[src/rtl/seg7_scan_driver.sv]
// Scan controller for a 4-digit common-anode 7-segment display feeding a BCD decoder.
// Frame-synchronous value buffering, per-slot dead time, leading-zero blanking, lamp test.
module seg7_scan_driver #(
    parameter int CLK_DIV      = 1000,
    parameter int BLANK_CYCLES = 4
) (
    input  logic        clk,
    input  logic        rst,
    input  logic [15:0] value,
    input  logic        load,
    input  logic        display_on,
    input  logic        lamp_test,
    input  logic        blank_lz,
    output logic        bcd_d,
    output logic        bcd_c,
    output logic        bcd_b,
    output logic        bcd_a,
    output logic        dec_enable,
    output logic        dec_all_on,
    output logic [3:0]  dig_sel,
    output logic        frame_start,
    output logic        bcd_err
);

    localparam int            CW       = (CLK_DIV > 2) ? $clog2(CLK_DIV) : 1;
    localparam logic [CW-1:0] CNT_LAST = CW'(CLK_DIV - 1);
    localparam logic [CW-1:0] BLANK_N  = CW'(BLANK_CYCLES);

    typedef enum logic {
        BLANK = 1'b0,
        DRIVE = 1'b1
    } state_t;

    localparam state_t ST_RST = (BLANK_CYCLES == 0) ? DRIVE : BLANK;

    state_t        state, state_nxt;
    logic [CW-1:0] cnt, cnt_nxt;
    logic [1:0]    slot, slot_nxt;
    logic          wrap, frame_end;

    logic [15:0]   pend, disp;
    logic          pend_v;

    assign wrap      = (cnt == CNT_LAST);
    assign frame_end = wrap && (slot == 2'd3);

    // Slot sequencing: state always tracks whether cnt is inside the dead-time window
    always_comb begin
        cnt_nxt   = wrap ? '0 : cnt + 1'b1;
        slot_nxt  = wrap ? slot + 2'd1 : slot;
        state_nxt = state;
        case (state)
            BLANK: if (cnt_nxt == BLANK_N) state_nxt = DRIVE;
            DRIVE: if (wrap) state_nxt = ST_RST;
            default: state_nxt = ST_RST;
        endcase
    end

    always_ff @(posedge clk or posedge rst) begin
        if (rst) begin
            state <= ST_RST;
            cnt   <= '0;
            slot  <= 2'd0;
        end else begin
            state <= state_nxt;
            cnt   <= cnt_nxt;
            slot  <= slot_nxt;
        end
    end

    // A load landing on the frame boundary bypasses pend so it shows in the new frame
    always_ff @(posedge clk or posedge rst) begin
        if (rst) begin
            pend   <= '0;
            pend_v <= 1'b0;
            disp   <= '0;
        end else if (frame_end) begin
            if (load)
                disp <= value;
            else if (pend_v)
                disp <= pend;
            if (load)
                pend <= value;
            pend_v <= 1'b0;
        end else if (load) begin
            pend   <= value;
            pend_v <= 1'b1;
        end
    end

    logic [3:0] cur_dig;
    logic [3:0] hi_zero;
    logic       lz_blank;
    logic       drive;

    always_comb begin
        cur_dig    = disp[{slot, 2'b00} +: 4];
        hi_zero[0] = 1'b0;
        hi_zero[1] = (disp[15:4]  == 12'd0);
        hi_zero[2] = (disp[15:8]  == 8'd0);
        hi_zero[3] = (disp[15:12] == 4'd0);
        lz_blank   = blank_lz && !lamp_test && hi_zero[slot];
        drive      = display_on && (state == DRIVE);
    end

    logic [3:0] sel_d, nib_d;
    logic       en_d, all_on_d, fs_d, err_d;

    always_comb begin
        sel_d    = drive ? ~(4'b0001 << slot) : 4'b1111;
        nib_d    = cur_dig;
        en_d     = drive && !lz_blank;
        all_on_d = drive && lamp_test;
        fs_d     = display_on && (slot == 2'd0) && (cnt == '0);
        err_d    = drive && (cnt == BLANK_N) && (cur_dig > 4'd9);
    end

    always_ff @(posedge clk or posedge rst) begin
        if (rst) begin
            dig_sel                      <= 4'b1111;
            {bcd_d, bcd_c, bcd_b, bcd_a} <= 4'd0;
            dec_enable                   <= 1'b0;
            dec_all_on                   <= 1'b0;
            frame_start                  <= 1'b0;
            bcd_err                      <= 1'b0;
        end else begin
            dig_sel                      <= sel_d;
            {bcd_d, bcd_c, bcd_b, bcd_a} <= nib_d;
            dec_enable                   <= en_d;
            dec_all_on                   <= all_on_d;
            frame_start                  <= fs_d;
            bcd_err                      <= err_d;
        end
    end

endmodule

[config.mk]
export PLATFORM = sky130hd
export DESIGN_NAME = seg7_scan_driver
export DESIGN_NICKNAME = d
export VERILOG_FILES = /design/src/rtl/seg7_scan_driver.sv
export SDC_FILE = /design/constraint.sdc
export NUM_CORES = 1
export LEC_CHECK = 0
export CORE_MARGIN = 2
export CORE_UTILIZATION = 48
export CTS_CLUSTER_SIZE = 24
export DETAILED_ROUTE_END_ITERATION = 10
export HOLD_SLACK_MARGIN = 0.1
export PLACE_DENSITY = 0.71
export SLEW_MARGIN = 15
export SYNTH_ARGS = -nofsm -noshare
export SYNTH_HDL_FRONTEND = slang
export SYNTH_SLANG_ARGS = --single-unit
[constraint.sdc]
create_clock -name clk -period 3.4 [get_ports clk]
set_clock_uncertainty 0.1 [all_clocks]
set_input_delay 0.34 -clock clk [delete_from_list [all_inputs] [get_ports clk]]
set_output_delay 0.34 -clock clk [all_outputs]
set_load 0.005 [all_outputs]
==> results.sh <==
export IMPL_fillers=408
export IMPL_place_ws_ps=1150
export IMPL_yosys_area_share_simple=0.112
export IMPL_p_comb_frac=0.053
export IMPL_multi_input_area_sq_um=998
export IMPL_synth_compound_area_frac=0.0464
export IMPL_syn_nets=207
export IMPL_die_h_um=76.7
export IMPL_grt_pass1_vias=1636
export IMPL_arrival_ps=2370
export IMPL_areaGrowthSynthToFinish_pct=24.1
export IMPL_rows=26
export IMPL_io_buffer_count=33
export IMPL_clock_power_share=0.464
export IMPL_hold_viol_final=0
export IMPL_vias=1545
export IMPL_drive_gt1_frac=0.295
export IMPL_cap_viol_max_count=0
export IMPL_floorplan_initialDensity=0.496
export IMPL_hp_class="input port to asynchronous set/reset pin"
export IMPL_register_area_sq_mm=0.00146
export IMPL_track_usage=0.176
export IMPL_ys_ff_latch=58
export IMPL_clockBufferDepth=2
export IMPL_start_kind="register"
export IMPL_post_cts_setup_buffer_count=0
export IMPL_maxSlewViolCount=0
export IMPL_ys_seq_area_frac=0.575
export IMPL_crit_fanout=16
export IMPL_p_int_mw=1.19
export IMPL_required_ps=3520
export IMPL_period_needed_ps=2250
export IMPL_fmax_mhz=445
export IMPL_h_tree_depth=3
export IMPL_finalSetupTns_ps=0
export IMPL_dr_pass1_iters=4
export IMPL_num_antenna_cells=0
export IMPL_dpl_cell_area_sq_mm=0.00293
export IMPL_wl_mm=4.53
export IMPL_post_route_util=0.616
export IMPL_swShare=0.200
export IMPL_endpoint_kind="register"
export IMPL_synthFlopType="dfrtp_1"
export IMPL_power_switching_mw=0.296
export IMPL_ys_warn_count=0
export IMPL_slew_headroom=0.677
export IMPL_io_pin_count=34
export IMPL_synth_top_cell_by_area="dfrtp_1"
export IMPL_p_seq_frac=0.483
export IMPL_setup_worst_path_class="register to register"
export IMPL_antenna_found_initial=0
export IMPL_root_buffer="clkbuf_8"
export IMPL_syn_area_per_cell_sq_um=14.2
export IMPL_dp_hpwl_mm=3.27
export IMPL_setup_ws_ps=1150
export IMPL_drt_iter0_markers=64
export IMPL_synthAdderAreaFrac=0.0296
export IMPL_synthCells=179
export IMPL_clk_latency_ps=340
export IMPL_outcome="complete, no violations"
export IMPL_clkSinkCount=58
export IMPL_synth_area_mux_share=0.193
export IMPL_synth_top_family_by_area="multiplexers"
export IMPL_grt_ovfl_total=0
export IMPL_hold_slack_ps=238
export IMPL_numCtsBuffers=9
export IMPL_post_route_period_util=0.661
export IMPL_setup_viol=0
export IMPL_hold_buffers=0
export IMPL_die_area_sq_mm=0.00588
export IMPL_ctsResizeCount=0
export IMPL_rsz0062_at_grt="no"
export IMPL_power_density_mw_per_mm2=471
export IMPL_tightest_slew_ps=483
export IMPL_synth_area_leaders="dfrtp_1 53%, mux2_2 9.8%, mux2_4 5.9%"
export IMPL_nNetsFinal=247
export IMPL_synth_xor_area_frac=0.0138
export IMPL_final_area_sq_mm=0.00314
export IMPL_p_leak_nw=1.43
export IMPL_synth_common_cells="54 x dfrtp_1, 22 x mux2_2, 10 x mux2_4, 9 x nand2_1, 9 x nor2_1"
export IMPL_ys_types=40
export IMPL_antenna_left=0
export IMPL_design_core_area_sq_mm=0.00511
export IMPL_grt_first_pass_wirelength_mm=7.95
export IMPL_synth_top_area_frac=0.533
export IMPL_path_clk_slew_ps=70
export IMPL_die_x_um=76.7
export IMPL_viasPerCell=5.26
export IMPL_cts_tree="done"
export IMPL_place_gp_congestion=0.850
export IMPL_syn_area_sq_mm=0.00253
export IMPL_synth_edff_count=0
export IMPL_yosysMostFrequentCell="dfrtp_1"
export IMPL_wl_per_cell_um=15.4
export IMPL_drc=0
export IMPL_vdd_ir_drop_max_v=0.000258
export IMPL_synthArstFlopShare=1.00
export IMPL_grt_max_degree=22
==> layer usage <==
layer / wire length (um) / GRT usage / vias up
li1: - / - / 717
met1: 2050 / 0.224 / 775
met2: 2190 / 0.278 / 45
met3: 205 / 0.0518 / 8
met4: 81 / 0.0818 / 0
met5: 0 / 0 / -
==> stage by stage <==
step	cells	power [mW]
after CTS	294	1.50
after global placement	278	0.806
final	294	1.48
after detailed placement	278	0.809
after floorplan	179	0.767
after global routing	294	1.55
==> power by group through the flow <==
| stage | Clock [mW] | Combinational, mW | Sequential [mW] |
|---|---|---|---|
| 6_report | 0.688 | 0.0786 | 0.716 |
| 2_1_floorplan | 0 | 0.0399 | 0.727 |
| 3_5_place_dp | 0 | 0.0805 | 0.729 |
| 4_1_cts | 0.700 | 0.0812 | 0.716 |
| 3_3_place_gp | 0 | 0.0781 | 0.728 |
| 5_1_grt | 0.741 | 0.0883 | 0.718 |
==> final timing paths <==
check	from	end	slack, ps	depth (start not counted)
min in group clk	cnt[0]	cnt[0]	400	1
setup / recovery	cnt[0]	disp[7]	1150	5
hold reg to reg	cnt[0]	cnt[0]	400	1
setup reg to reg	cnt[0]	disp[7]	1150	5
hold / removal	rst	disp[5]	240	2
max in group asynchronous	rst	dig_sel[0]	2310	3
==> registers in the layout, summed over array words and instances, names as in the netlist <==
| name | count |
|---|---|
| disp | 16 |
| pend | 16 |
| cnt | 10 |
| dig_sel | 4 |
| slot | 2 |
| bcd_a | 1 |
| bcd_b | 1 |
| bcd_c | 1 |
| bcd_d | 1 |
| bcd_err | 1 |
| dec_all_on | 1 |
| dec_enable | 1 |
| frame_start | 1 |
| pend_v | 1 |
| state | 1 |
==> logic make-up after synthesis <==
kind of cell | after synthesis
DFF | 58
and+or+nand+nor | 44
muxes | 36
AOI/OAI and AO/OA | 16
buffers and inverters | 15
adders and majority gates | 6
xor gates and xnor gates | 4
==> critical path: stages, from the launching register on <==
cell and delay, ps:
dfrtp_1 390, ha_1 330, nand4bb_4 160, nor3_4 410, nand3b_4 360, mux2_4 390
==> cell usage in the layout (no fill, tap or decap), drive strengths merged, types with 3 or more instances in the layout <==
cell,instances
dfstp,4
mux2,32
clkbuf,11
nor2,9
buf,3
a21oi,5
nand3,4
o21ai,5
ha,6
nor4,5
dfrtp,54
clkdlybuf4s50,33
mux4,4
inv,8
nand2,9
==> layout make-up <==
cell class                      instances  area share
Multi-Input combinational cell        106       0.318
Tap cell                               70      0.0279
Timing Repair Buffer                   36       0.112
Clock inverter                          5      0.0247
Inverter                                8     0.00955
Sequential cell                        58       0.463
Clock buffer                           11      0.0450
(Power assumes the default switching activity.)
